## config.mk

```make
export PLATFORM = sky130hd
export DESIGN_NAME = prgrm_cnt_stack
export DESIGN_NICKNAME = d
export VERILOG_FILES = /design/src/rtl/prgrm_cnt_stack.sv
export SDC_FILE = /design/constraint.sdc
export NUM_CORES = 1
export LEC_CHECK = 0
export ABC_AREA = 1
export BUFFER_PORTS_ARGS = -buffer_cell sky130_fd_sc_hd__buf_4
export CAP_MARGIN = 20
export CORE_AREA = 2 2 98 137
export CTS_CLUSTER_SIZE = 14
export DETAILED_ROUTE_END_ITERATION = 7
export DIE_AREA = 0 0 100 139
export PLACE_DENSITY = 0.44
export SYNTH_ARGS = -nofsm -noshare
export SYNTH_HDL_FRONTEND = slang
export SYNTH_SLANG_ARGS = --single-unit
```

## constraint.sdc

```tcl
create_clock -name Clk -period 6.8 [get_ports Clk]
set_input_delay 0.34 -clock Clk [delete_from_list [all_inputs] [get_ports Clk]]
set_output_delay 0.34 -clock Clk [all_outputs]
set_load 0.05 [all_outputs]
```

## src/rtl/prgrm_cnt_stack.sv

```systemverilog
// Program counter with a hardware return-address stack.
// One PC update per clock: hold, increment, jump/call, or return.
module prgrm_cnt_stack #(
    parameter int ADDR_W      = 8,
    parameter int STACK_DEPTH = 8,
    parameter int RESET_VEC   = 0
) (
    input  logic              Clk,
    input  logic              Reset,
    input  logic              Stall,
    input  logic              Incrmnt_PC,
    input  logic              Ld_Brnch_Addr,
    input  logic              Ld_Rtn_Addr,
    input  logic [31:0]       Crnt_Instrn,
    output logic [ADDR_W-1:0] PC,
    output logic              Stack_Empty,
    output logic              Stack_Full,
    output logic              Stk_Ovfl,
    output logic              Stk_Unfl
);

    localparam int CNT_W = $clog2(STACK_DEPTH + 1);
    localparam int IDX_W = $clog2(STACK_DEPTH);

    localparam logic [CNT_W-1:0]  FULL_CNT = CNT_W'(STACK_DEPTH);
    localparam logic [ADDR_W-1:0] RST_PC   = ADDR_W'(RESET_VEC);

    logic [ADDR_W-1:0] pc_q, pc_d;
    logic [CNT_W-1:0]  cnt_q, cnt_d;
    logic              ovfl_q, ovfl_d;
    logic              unfl_q, unfl_d;

    logic [ADDR_W-1:0] stack_q [STACK_DEPTH];

    logic              push_en;
    logic [IDX_W-1:0]  push_idx;
    logic [IDX_W-1:0]  pop_idx;
    logic [ADDR_W-1:0] pc_inc;
    logic              empty;
    logic              full;
    logic              is_call;

    // Upper instruction bits belong to other decode paths.
    logic unused_instrn;
    assign unused_instrn = ^{Crnt_Instrn[31:29], Crnt_Instrn[27:ADDR_W]};

    assign empty    = (cnt_q == '0);
    assign full     = (cnt_q == FULL_CNT);
    assign is_call  = Crnt_Instrn[28];
    assign pc_inc   = pc_q + 1'b1;
    assign push_idx = cnt_q[IDX_W-1:0];
    assign pop_idx  = push_idx - 1'b1;

    always_comb begin
        pc_d    = pc_q;
        cnt_d   = cnt_q;
        ovfl_d  = ovfl_q;
        unfl_d  = unfl_q;
        push_en = 1'b0;
        if (!Stall) begin
            if (Ld_Rtn_Addr) begin
                if (empty) begin
                    unfl_d = 1'b1;
                end else begin
                    pc_d  = stack_q[pop_idx];
                    cnt_d = cnt_q - 1'b1;
                end
            end else if (Ld_Brnch_Addr) begin
                pc_d = Crnt_Instrn[ADDR_W-1:0];
                if (is_call) begin
                    if (full) begin
                        ovfl_d = 1'b1;
                    end else begin
                        push_en = 1'b1;
                        cnt_d   = cnt_q + 1'b1;
                    end
                end
            end else if (Incrmnt_PC) begin
                pc_d = pc_inc;
            end
        end
    end

    always_ff @(posedge Clk) begin
        if (Reset) begin
            pc_q   <= RST_PC;
            cnt_q  <= '0;
            ovfl_q <= 1'b0;
            unfl_q <= 1'b0;
        end else begin
            pc_q   <= pc_d;
            cnt_q  <= cnt_d;
            ovfl_q <= ovfl_d;
            unfl_q <= unfl_d;
        end
    end

    // Stack storage is deliberately left untouched by Reset.
    always_ff @(posedge Clk) begin
        if (!Reset && push_en) begin
            stack_q[push_idx] <= pc_inc;
        end
    end

    assign PC          = pc_q;
    assign Stack_Empty = empty;
    assign Stack_Full  = full;
    assign Stk_Ovfl    = ovfl_q;
    assign Stk_Unfl    = unfl_q;

endmodule

```

======== Word level (Yosys, flattened, before mapping) ========
Memories as Yosys holds them, arrays and structs flattened.
Cells that the tools add are included.
cells by class
  $add $sub $neg .......................... 4
  eq/ne operators ......................... 3
  multiplexer cells ....................... 16
  bitwise operators ....................... 2
  reductions and logical operators ........ 10
operators by type and width
  cell                   count
  $mux W8                4
  $mux W4                5
  $reduce_and A5 Y1      2
  $add A8 B1 Y8 const B  1
  $mux W1                7
  $reduce_and A3 Y1      2
  $add A4 B1 Y4 const B  1
  $eq A4 B4 Y1 const B   1
  $logic_not A4 Y1       1
  $ne A2 B2 Y1 const B   2
  $reduce_bool A2 Y1     2
  $sub A4 B1 Y4 const B  1
  $reduce_bool A3 Y1     1
  $sub A3 B1 Y3 const B  1
  $not A1 Y1             2
  $logic_and A1 B1 Y1    1
  $logic_not A1 Y1       1
word-level totals
  register bits after elaboration ......... 14
  bits in writable memories ............... 64
  output and inout bits ................... 12
  word-level logic and storage cells ...... 40
  memories ................................ 1
memories
  memory   words  bits a word  read ports  clocked after Yosys merged registers in  wr ports  line  text
  stack_q  8      8            1           0                                        1         33    logic [ADDR_W-1:0] stack_q [STACK_DEPTH];

======== Longest topological paths before layout ========
  depth after elaboration ................. 9
  depth in mapped cells ................... 13
  gate-level depth less buffers ........... 10

======== Least setup slack after synthesis ========
OpenSTA, ideal clock, no wires.
  path kind ............................... register to register
  from .................................... register cnt_q[0]
  to ...................................... memory stack_q[0][0] (enable)
  data arrival time ....................... 1.869 ns
  slack ................................... 4.548 ns
  stages on the path, launching flop included .. 10
  buffers on the path ..................... 2
  cell sequence ........................... dfxtp_1 buf_4 inv_4 buf_4 ha_1 nand3_2 nand2_2 nor3_4 nand2_2 nor3_1
on the way
  longest elaborated chain between the ends .. 9
RTL lines
  item                           line  text
  start, declared                29    logic [CNT_W-1:0] cnt_q, cnt_d;
  start signal, assigned         92    cnt_q <= cnt_d;
  $eq A4 B4 Y1                   48    assign full = (cnt_q == FULL_CNT);
  $mux W1                        71    if (full) begin
  $mux W1                        70    if (is_call) begin
  $mux W1                        68    end else if (Ld_Brnch_Addr) begin
  $mux W1                        61    if (Ld_Rtn_Addr) begin
  $mux W1                        60    if (!Stall) begin
  $logic_and A1 B1 Y1            100   if (!Reset && push_en) begin
  $mux W1                        100
  $mux W1 (not written as such)  101   stack_q[push_idx] <= pc_inc;
  end, declared                  33
Several ways; a longest one is shown, not always the timed one.

======== Worst setup path in the final report ========
  from .................................... register cnt_q[0]
  to ...................................... memory stack_q[7][2] (enable)
The elaborated chain is that of the path after synthesis.

==> out/qor.csv <==
stage;metric;value;unit
global_route;total gr overflow;0;
job;Max-Cap Viols;0;
clock_tree;Worst-path clk slew;60;ps
timing;TNS Setup;0;ps
synth;synth unique cells;30;
synth;Syn Inst Count;387;
synth;Seq/Total Area, Yosys;59.3;%
placement;Placed Instance Area;4070;um2
drt;routed len/inst;16.1;um
timing;Min Clock Period, post-route;2730;ps
synth;yosys warns;0;
drt;drt initial violations;150;
floorplan;core area;12800;um2
timing;Finish-stage setup viols;0;
timing;Worst Slack Setup Final;4070;ps
layout;Final Cell Area;4360;um2
floorplan;I/O pin count;50;
worst_setup_path;crit path DAT;2770;ps
power_and_ir_drop;LEAKAGE;0.00174;uW
synth;FF+latch count, synth;78;
worst_setup_path;crit path kind;register to register;
clock_tree;TritonCTS Buffers;9;
clock_tree;CTS sink count;78;
global_route;largest net degree at the start of global routing;40;
placement;pre-CTS setup slack;4010;ps
drt;DRC;0;
global_route;first-pass GRT wire length;14900;um
clock_tree;H-tree levels;3;
clock_tree;setup repair bufs after CTS;0;
clock_tree;Hold-fix buffers, CTS;0;
global_route;All-Layer GR Usage;14.4;%
drt;Vias;2717;
floorplan;Die H;139;um
synth;Net Count, Synth;431;
placement;IO Port Bufs;26;
layout;Area Growth Syn to Fin;17.2;%
worst_setup_path;worst path required time;6840;ps
power_and_ir_drop;Worst IR Drop VDD;0.137;mV
global_route;vias in the first global route;2701;
placement;GPL Wtd Cong;0.848;
timing;Max Freq;366;MHz
floorplan;Starting Density;29.1;%
outcome;status;finished, final reports clean;
clock_tree;TritonCTS clock tree;built;
floorplan;row count;49;
global_route;initial antenna violation count;0;
drt;ANT nets after route;0;
worst_setup_path;type of origin of the critical path;register;
timing;final critical-path share of the clock period;40.1;%
timing;Worst Tran Pin Value;637;ps
clock_tree;clock latency on the worst-skew pair;340;ps
layout;share of cells above drive strength 1;16.0;%
synth;asr flop ratio synth;0;%
clock_tree;CTS root buf;clkbuf_16;
clock_tree;Longest Clk Path Bufs;2;
layout;fin nets;463;
hold_path;Hold Crit Class;input port to register;
synth;Mean Syn Cell Area;9.60;um2
timing;RSZ-0062 raised after global routing;no;
worst_setup_path;Max Fanout on Critical Path;39;
timing;Slew headroom;57.3;%
power_and_ir_drop;power density cells;295;nW/um2
timing;Fin Clk Skew;6.80;ps
placement;post-DP HPWL;6150;um
synth;ys flop type;edfxtp_1;
timing;Final Hold Fails;0;
floorplan;Die Footprint;13900;um2
synth;Mapped Area;3720;um2
timing;max-slew violations;0;
drt;routed wire length;9310;um
drt;DRT Pass-1 Iters;5;
drt;Via density;4.71;
synth;number of synthesized flops with an enable pin;64;
clock_tree;post-cts sizing count;0;
layout;n_diodes;0;
worst_setup_path;CP Capture Type;register;
floorplan;Die W;100;um
[sequential cells by signal, summed over array words and instances (netlist names)]
signal / flops
Stk_Ovfl: 1
stack_q: 64
Stk_Unfl: 1
PC: 8
cnt_q: 4
[metrics by stage]
stage          util (%)  hold slack, ps  power, uW  instances
3_3_place_gp       31.9             448        833        561
4_1_cts            34.2             236       1300        577
3_5_place_dp       31.9             459        834        561
6_report           34.2             246       1280        577
5_1_grt            34.2             238       1340        577
2_1_floorplan         -             409        756        387
[placed cells by master (no fill, tap or decap)]
master     Yosys  layout
o21ai_0       26      26
nor2_1        67      67
dfxtp_1       14      14
fa_1           1       1
inv_1         30      30
buf_4          8      36
xor2_1         2       2
a21oi_1       16      16
clkinv_4       0       1
o21ai_1        7       7
clkbuf_16      0       9
xnor2_2        1       1
clkbuf_1       0       2
xor2_4         1       1
nand2_1       68      68
inv_4          2       2
xnor2_1        2       2
clkinv_1       0       1
nor3_4         1       1
nand3_2        2       2
clkinv_2       0       2
a31oi_1        1       1
bufinv_16      0       1
nand4_1        2       2
inv_2          4       4
nor2_2         1       1
edfxtp_1      64      64
inv_6          1       1
nand3_1       39      39
ha_1           5       5
nor3_1         9       9
nand2_2        5       5
nand2_4        1       1
[power by group]
part	switching, uW	internal, uW
sequential	17.0	541
clock	184	282
combinational	182	78.9
[cells by family after synthesis]
logic type,synth area share (%)
xor gates and xnor gates,2.12
buffers and inverters,6.90
AOI/OAI and AO/OA,6.77
DFF,59.3
and+or+nand+nor,22.7
adders and majority gates,2.22
[synthesized netlist by cell type (2+ instances only)]
| master | instances | share of area (%) |
|---|---|---|
| buf_6 | 2 | 0.61 |
| buf_4 | 8 | 1.6 |
| nand3_1 | 39 | 5.3 |
| nand3_2 | 2 | 0.54 |
| dfxtp_1 | 14 | 7.5 |
| clkbuf_2 | 2 | 0.27 |
| inv_2 | 4 | 0.40 |
| inv_1 | 30 | 3.0 |
| nand4_1 | 2 | 0.34 |
| nor3_1 | 9 | 1.2 |
| nor2_1 | 67 | 6.8 |
| edfxtp_1 | 64 | 52 |
| ha_1 | 5 | 1.7 |
| o21ai_1 | 7 | 0.94 |
| inv_4 | 2 | 0.34 |
| a21oi_1 | 16 | 2.2 |
| o21ai_0 | 26 | 3.5 |
| buf_2 | 3 | 0.40 |
| nand2_1 | 68 | 6.9 |
| xor2_1 | 2 | 0.47 |
| nand2_2 | 5 | 0.84 |
| xnor2_1 | 2 | 0.47 |
[layer usage]
metal	part of all wire (%)	GRT usage [%]	vias to the layer above
met5	0	0	-
met4	2.9	6.56	0
met3	2.8	2.57	21
met2	51	24.7	54
met1	44	17.3	1274
li1	-	-	1368
[worst paths after layout]
path / depth (start not counted) / from / slack [ps] / endpoint
max: 9 / cnt_q[0] / 4070 / stack_q[7][2]
min reg2reg: 2 / Stk_Ovfl / 460 / Stk_Ovfl
min: 2 / Reset / 250 / cnt_q[3]
max reg2reg: 9 / cnt_q[0] / 4070 / stack_q[7][2]
[area by class of cell]
| class | instances | area, um2 |
|---|---|---|
| clock buffer | 11 | 233 |
| clock inverter | 5 | 52.6 |
| fill | 1309 | 8400 |
| inverter | 37 | 149 |
| multi-input combinational | 257 | 1260 |
| sequential | 78 | 2200 |
| tap | 153 | 191 |
| timing repair buffer | 36 | 270 |
[critical path, stage by stage (launching register included)]
cell     delay (ps)
dfxtp_1         300
buf_4           360
inv_4           260
ha_1            320
nand3_2         100
nand2_2          80
nor3_4          160
nand2_2          90
nor3_1          430
buf_4           290
(Power assumes the default switching activity.)
